`src/rtl/light_sequencer.sv`:
```
// Steps the light-manager sel code through a latched first..last range, holding
// each code for TICK_DIV cycles, once or looping, with stop/start control.
module light_sequencer #(
  parameter int unsigned TICK_DIV = 50000
) (
  input  logic       clk,
  input  logic       rst_n,
  input  logic       start,
  input  logic       stop,
  input  logic       dir,
  input  logic       loop,
  input  logic [5:0] first,
  input  logic [5:0] last,
  output logic [5:0] sel,
  output logic       busy,
  output logic       step,
  output logic       done
);
  localparam int CNT_W = (TICK_DIV > 1) ? $clog2(TICK_DIV) : 1;
  localparam logic [CNT_W-1:0] CNT_MAX = CNT_W'(TICK_DIV - 1);

  typedef enum logic {IDLE, RUN} state_e;

  state_e           state_q, state_d;
  logic [CNT_W-1:0] cnt_q, cnt_d;
  logic             dir_q, dir_d, loop_q, loop_d;
  logic [5:0]       first_q, first_d, last_q, last_d;
  logic [5:0]       sel_q, sel_d;
  logic             step_q, step_d, done_q, done_d;

  logic tick, at_last;
  assign tick    = (cnt_q == CNT_MAX);
  assign at_last = (sel_q == last_q);

  always_ff @(posedge clk or negedge rst_n) begin
    if (!rst_n) begin
      state_q <= IDLE;
      cnt_q   <= '0;
      dir_q   <= 1'b0;
      loop_q  <= 1'b0;
      first_q <= '0;
      last_q  <= '0;
      sel_q   <= '0;
      step_q  <= 1'b0;
      done_q  <= 1'b0;
    end else begin
      state_q <= state_d;
      cnt_q   <= cnt_d;
      dir_q   <= dir_d;
      loop_q  <= loop_d;
      first_q <= first_d;
      last_q  <= last_d;
      sel_q   <= sel_d;
      step_q  <= step_d;
      done_q  <= done_d;
    end
  end

  // stop wins over start and over the tick event
  always_comb begin
    state_d = state_q;
    if (stop)
      state_d = IDLE;
    else if (state_q == IDLE && start)
      state_d = RUN;
    else if (state_q == RUN && tick && at_last && !loop_q)
      state_d = IDLE;
  end

  always_comb begin
    cnt_d   = cnt_q;
    dir_d   = dir_q;
    loop_d  = loop_q;
    first_d = first_q;
    last_d  = last_q;
    sel_d   = sel_q;
    step_d  = 1'b0;
    done_d  = 1'b0;
    if (!stop) begin
      if (state_q == IDLE) begin
        if (start) begin
          dir_d   = dir;
          loop_d  = loop;
          first_d = first;
          last_d  = last;
          sel_d   = first;
          step_d  = 1'b1;
          cnt_d   = '0;
        end
      end else if (tick) begin
        cnt_d = '0;
        if (!at_last) begin
          // 6-bit arithmetic gives the 63<->0 wrap for free
          sel_d  = dir_q ? sel_q - 6'd1 : sel_q + 6'd1;
          step_d = 1'b1;
        end else if (loop_q) begin
          sel_d  = first_q;
          step_d = 1'b1;
        end else begin
          done_d = 1'b1;
        end
      end else begin
        cnt_d = cnt_q + 1'b1;
      end
    end
  end

  assign sel  = sel_q;
  assign busy = (state_q == RUN);
  assign step = step_q;
  assign done = done_q;
endmodule

```
`config.mk`:
```
export PLATFORM = sky130hd
export DESIGN_NAME = light_sequencer
export DESIGN_NICKNAME = d
export VERILOG_FILES = /design/src/rtl/light_sequencer.sv
export SDC_FILE = /design/constraint.sdc
export NUM_CORES = 1
export LEC_CHECK = 0
export CORE_MARGIN = 2
export CORE_UTILIZATION = 35
export CTS_CLUSTER_SIZE = 40
export DETAILED_ROUTE_END_ITERATION = 10
export GPL_ROUTABILITY_DRIVEN = 0
export REMOVE_ABC_BUFFERS = 1
export SETUP_SLACK_MARGIN = 0.2
export SYNTH_ARGS = -nofsm -noshare
export SYNTH_HDL_FRONTEND = slang
export SYNTH_SLANG_ARGS = --single-unit
```
`constraint.sdc`:
```
create_clock -name clk -period 5.5 [get_ports clk]
set_input_delay 1.1 -clock clk [delete_from_list [all_inputs] [get_ports clk]]
set_output_delay 1.1 -clock clk [all_outputs]
set_load 0.1 [all_outputs]
```
==> metrics, run 1 <==
worst setup margin 2119 ps; number of global-route vias before repair 1525; grt total ovfl 0; DRT iter0 DRCs 61; Port Buf Inserts 26; Worst Path Required 4400 ps; post-route non-filler standard cell count 299; Final Skew 7.161 ps; Worst IR Drop VDD 0.1672 mV; Slowest cell on crit path clkdlybuf4s50_1; met3 usage 3.556%; drt wl/cell 13.45 µm; final worst path period share 61.48%; Seq cells post-synth 39; final net count 247; DIE WIDTH 81.15 µm; min Tclk post-route 3381 ps; Fin Hold WS 513.7 ps; commonest non-fill, non-tap cell in the layout dfrtp_1; met1 Usage GRT 19.00%; Clock Tree Root clkbuf_8; first-pass GRT wire length 7251 µm; critical path type flip-flop to output pin; vias 1442; Buf+Inv Stages, Crit Path 1; sequential share of the synthesized area 46.85%; Placed Area 2406 µm²; final setup TNS 0 ps; Worst setup EP type output pin; outcome finished, final reports clean; HPWL after DPL 2857 µm; Detailed Route WL 4023 µm; Min-Delay Path Class flip-flop to flip-flop; layout cells sized above 1 12.95%; Final Max Tran Viols 0; CTS tree yes; Setup WS pre-CTS 1788 ps; clk_lat worst skew 290 ps; Die ar. 6585 µm²; pin count of the biggest net entering global routing 40; WP data arrival 2280 ps; # IOs 27; post_cts resized 0; area leader, netlist dfrtp_1; top cell family by delay on the critical path buffers and inverters; final hold violations 0; max_cap viols 0; max incr delay on CP 1250 ps; CTS hold repair buffers 0; worst-path fanout max 17; P&R area growth vs syn 19.58%; Clock Sinks 39; ANT cells 0; Synth top area share 46.85%; Die Height 81.15 µm; post-synth cell types 43; initial core utilization 35.61%; RSZ-0062 raised after global routing no; most frequent cells in the layout dfrtp_1, clkdlybuf4s50_1, nor2_1; Most Crowded Layer GR met2; relative slew slack 35.38%; Mean Syn Cell Area 10.68 µm²; synth top area cells dfrtp_1, mux2_2, xor2_1; synthesized instance count 195; LEAKAGE 0.001090 µW; cell area after synthesis 2083 µm²; Vias/cell 4.823; Critical Path, Cell by Cell clkdlybuf4s50_1; CTS clk-pin slew, worst paths 80 ps; setup bufs post-CTS 0; drt drc 0; CTS Buffer Depth 2; final setup violation count 0; CTS Buf Count 5; core area 5851 µm²; GRT met2 Usage 23.06%; kind of start point of the critical path flip-flop; placed insts 291; initial antenna violation count 0; Fmax 0.2957 GHz; CTS H-Tree Depth 2; Tot GR Track Use 14.40%; row count 28; post-route ant nets 0; worst-margin pin slew 966.2 ps; Yosys warnings 0; PD cells 360.4 nW/µm²; post-route cell area 2491 µm²; First-pass DRT Iterations 5
flip-flops by register name, summed over array words and instances, names as in the netlist:
name     cells
sel          6
last_q       6
dir_q        1
first_q      6
busy         1
cnt_q       16
loop_q       1
done         1
step         1
area by class of cell:
| type | instances | area (µm²) |
|---|---|---|
| Multi-Input combinational cell | 144 | 1055 |
| Sequential cell | 39 | 975.9 |
| Timing Repair Buffer | 26 | 255.2 |
| Inverter | 7 | 26.28 |
| Tap cell | 75 | 93.84 |
| Fill cell | 564 | 3359 |
| Clock inverter | 2 | 12.51 |
| Clock buffer | 6 | 72.57 |
cells by family after synthesis:
kind of cell	after synthesis	synth area share [%]
AOI/OAI and AO/OA	35	11.47
xor gates and xnor gates	21	8.829
adders and majority gates	6	3.964
buffers and inverters	12	2.522
DFF	39	46.85
muxes	16	8.469
and+or+nand+nor	66	17.90
worst reg2reg max path, stage by stage, from the launching register on:
cell and delay (ps):
dfrtp_1 610, nor3b_4 850, o21bai_2 430, o31ai_4 280, nor4b_1 370, nor3_2 70
Yosys cell counts, drive strengths merged:
cell type,instances
a211o,1
a211oi,3
a21o,4
a21oi,8
a22o,2
a31oi,1
and3,4
and4,1
buf,1
clkbuf,4
dfrtp,39
fa,1
ha,5
inv,7
mux2,13
mux2i,3
nand2,12
nand2b,2
nand3,5
nand4,5
nor2,22
nor2b,2
nor3,3
nor3b,1
nor4,2
nor4b,2
nor4bb,2
o21a,1
o21ai,10
o21bai,2
o22a,1
o31ai,2
or2,1
or3,2
xnor2,5
xor2,16
path summary, 6_finish.rpt:
| kind | startpoint | to | slack, ps | depth (start not counted) |
|---|---|---|---|---|
| hold / removal | first_q[5]$_DFFE_PN0P_ | first_q[5]$_DFFE_PN0P_ | 510 | 1 |
| setup / recovery | busy$_DFFE_PN0P_ | busy | 2120 | 1 |
| setup reg to reg | busy$_DFFE_PN0P_ | sel[0]$_DFFE_PN0P_ | 2770 | 5 |
| hold reg to reg | first_q[5]$_DFFE_PN0P_ | first_q[5]$_DFFE_PN0P_ | 510 | 1 |
| max in group asynchronous | rst_n | cnt_q[15]$_DFFE_PN0P_ | 4060 | 1 |
| min in group asynchronous | rst_n | first_q[2]$_DFFE_PN0P_ | 910 | 1 |
metal layers:
metal	vias up	part of all wire [%]
li1	743	-
met1	673	50
met2	20	45
met3	6	3.3
met4	0	1.5
met5	-	0
where the power goes:
part,internal (µW),switching (µW),leakage (µW)
combinational,129,212,0.000551
clock,88.6,102,0.0000412
sequential,324,42.3,0.000498
metrics by stage:
stage	power, µW	utilization (%)
after global routing	953.5	42.58
final	897.9	42.58
after floorplan	630.5	-
after global placement	712.9	41.12
after CTS	908.9	42.58
after detailed placement	716.4	41.12
Note: power is estimated with default switching activity, not from simulation.
==> run 2: changes to the inputs <==
- clock period: 5.5 -> 3.06 ns (I/O delays scaled with it)
==> metrics, run 2 (synthesis gave the netlist of run 1 again) <==
outcome finished, final reports clean; area of the multi-input gates 1055 µm²; most frequent cells in the layout dfrtp_1, nor2_1, xor2_1, clkdlybuf4s50_1, mux2_2; CTS Buffer Depth 2; drt wl/cell 13.65 µm; clk_lat worst skew 280 ps; vias 1503; pin count of the biggest net entering global routing 40; Slowest cell on crit path o31ai_4; layout cells sized above 1 18.06%; CTS hold repair buffers 0; drt drc 0; Biggest register cnt_q; Vias/cell 4.977; P&R area growth vs syn 20.30%; CTS Buf Count 5; Port Buf Inserts 26; final setup violation count 0; Worst Path Required 3230 ps; Placed Area 2406 µm²; DIE WIDTH 81.15 µm; min Tclk post-route 2269 ps; CTS H-Tree Depth 2; commonest non-fill, non-tap cell in the layout dfrtp_1; # IOs 27; ANT cells 0; PD cells 660.0 nW/µm²; Final Max Tran Viols 0; final setup TNS 0 ps; max_cap viols 0; Buf+Inv Stages, Crit Path 0; Clock Tree Root clkbuf_8; relative slew slack 41.46%; first-pass GRT wire length 7348 µm; top cell family by delay on the critical path simple AND/OR/NAND/NOR gates; Worst setup EP type flip-flop; setup bufs post-CTS 0; Die Height 81.15 µm; critical path type flip-flop to flip-flop; HPWL after DPL 2912 µm; CTS tree yes; number of global-route vias before repair 1542; Critical Path, Cell by Cell xor2_1, nor4_4, nand2_4, o31ai_4, mux2i_1, nor3_2; number of flip-flops in the largest register 16; First-pass DRT Iterations 4; post-route cell area 2506 µm²; Min-Delay Path Class input port to asynchronous set/reset pin; final worst path period share 74.14%; core area 5851 µm²; worst-margin pin slew 878.1 ps; Tot GR Track Use 14.42%; post_cts resized 0; CTS clk-pin slew, worst paths 80 ps; kind of start point of the critical path flip-flop; final hold violations 0; Tot Pwr 1654 µW; final net count 250; DRT iter0 DRCs 64; Fill cells 574; Setup WS pre-CTS 758.9 ps; Clock Sinks 39; LEAKAGE 0.001127 µW; grt total ovfl 0; post-route ant nets 0; RSZ-0062 raised after global routing no; WP data arrival 2440 ps; Die ar. 6585 µm²; Fmax 0.4408 GHz; Worst IR Drop VDD 0.2854 mV; row count 28; register area 975.9 µm²; Final Skew 7.250 ps; initial antenna violation count 0; max incr delay on CP 540 ps; Detailed Route WL 4121 µm; worst-path fanout max 11; worst setup margin 791.3 ps; initial core utilization 35.61%
## run 2: cell types whose count changed in the layout (fill, tap and decap cells not counted), sizes merged
| cell | delta |
|---|---|
| clkbuf | +2 |
| clkinv | -1 |
| clkdlybuf4s50 | -9 |
| clkinvlp | -1 |
| buf | +12 |
## run 2: final timing paths
kind	cells after the start	slack [ps]	from	end
setup reg to reg	6	790	sel[1]$_DFFE_PN0P_	sel[0]$_DFFE_PN0P_
min in group clk	1	510	first_q[5]$_DFFE_PN0P_	first_q[5]$_DFFE_PN0P_
hold / removal	1	440	rst_n	last_q[0]$_DFFE_PN0P_
max in group asynchronous	1	2060	rst_n	sel[5]$_DFFE_PN0P_
hold reg to reg	1	510	first_q[5]$_DFFE_PN0P_	first_q[5]$_DFFE_PN0P_
setup / recovery	6	790	sel[1]$_DFFE_PN0P_	sel[0]$_DFFE_PN0P_
## run 2: metal layers
layer | GRT usage [%] | vias to the layer above | part of all wire, %
met5 | 0 | - | 0
met4 | 3.729 | 0 | 0.70
met3 | 3.556 | 4 | 2.9
met2 | 21.82 | 17 | 45
met1 | 20.66 | 739 | 52
li1 | - | 743 | -
## run 2: final cells by class
cell class	instances	area share, %
multi-input combinational	144	42.09
sequential	39	38.94
timing repair buffer	29	10.18
clock buffer	8	3.994
tap	75	3.744
inverter	7	1.048
## run 2: where the power goes
| part | internal [µW] | switching [µW] | leakage, µW |
|---|---|---|---|
| clock | 206 | 174 | 0.0000515 |
| sequential | 583 | 73.4 | 0.000498 |
| combinational | 229 | 389 | 0.000578 |
| total | 1020 | 637 | 0.00113 |
## run 2: stage by stage
step                hold WS (ps)  utilization [%]  cells
global placement           487.8            41.12    294
CTS                        476.8            42.84    302
finish                     439.8            42.84    302
floorplan                  316.4                -    190
detailed placement         495.8            41.12    294
global route               518.3            42.84    302
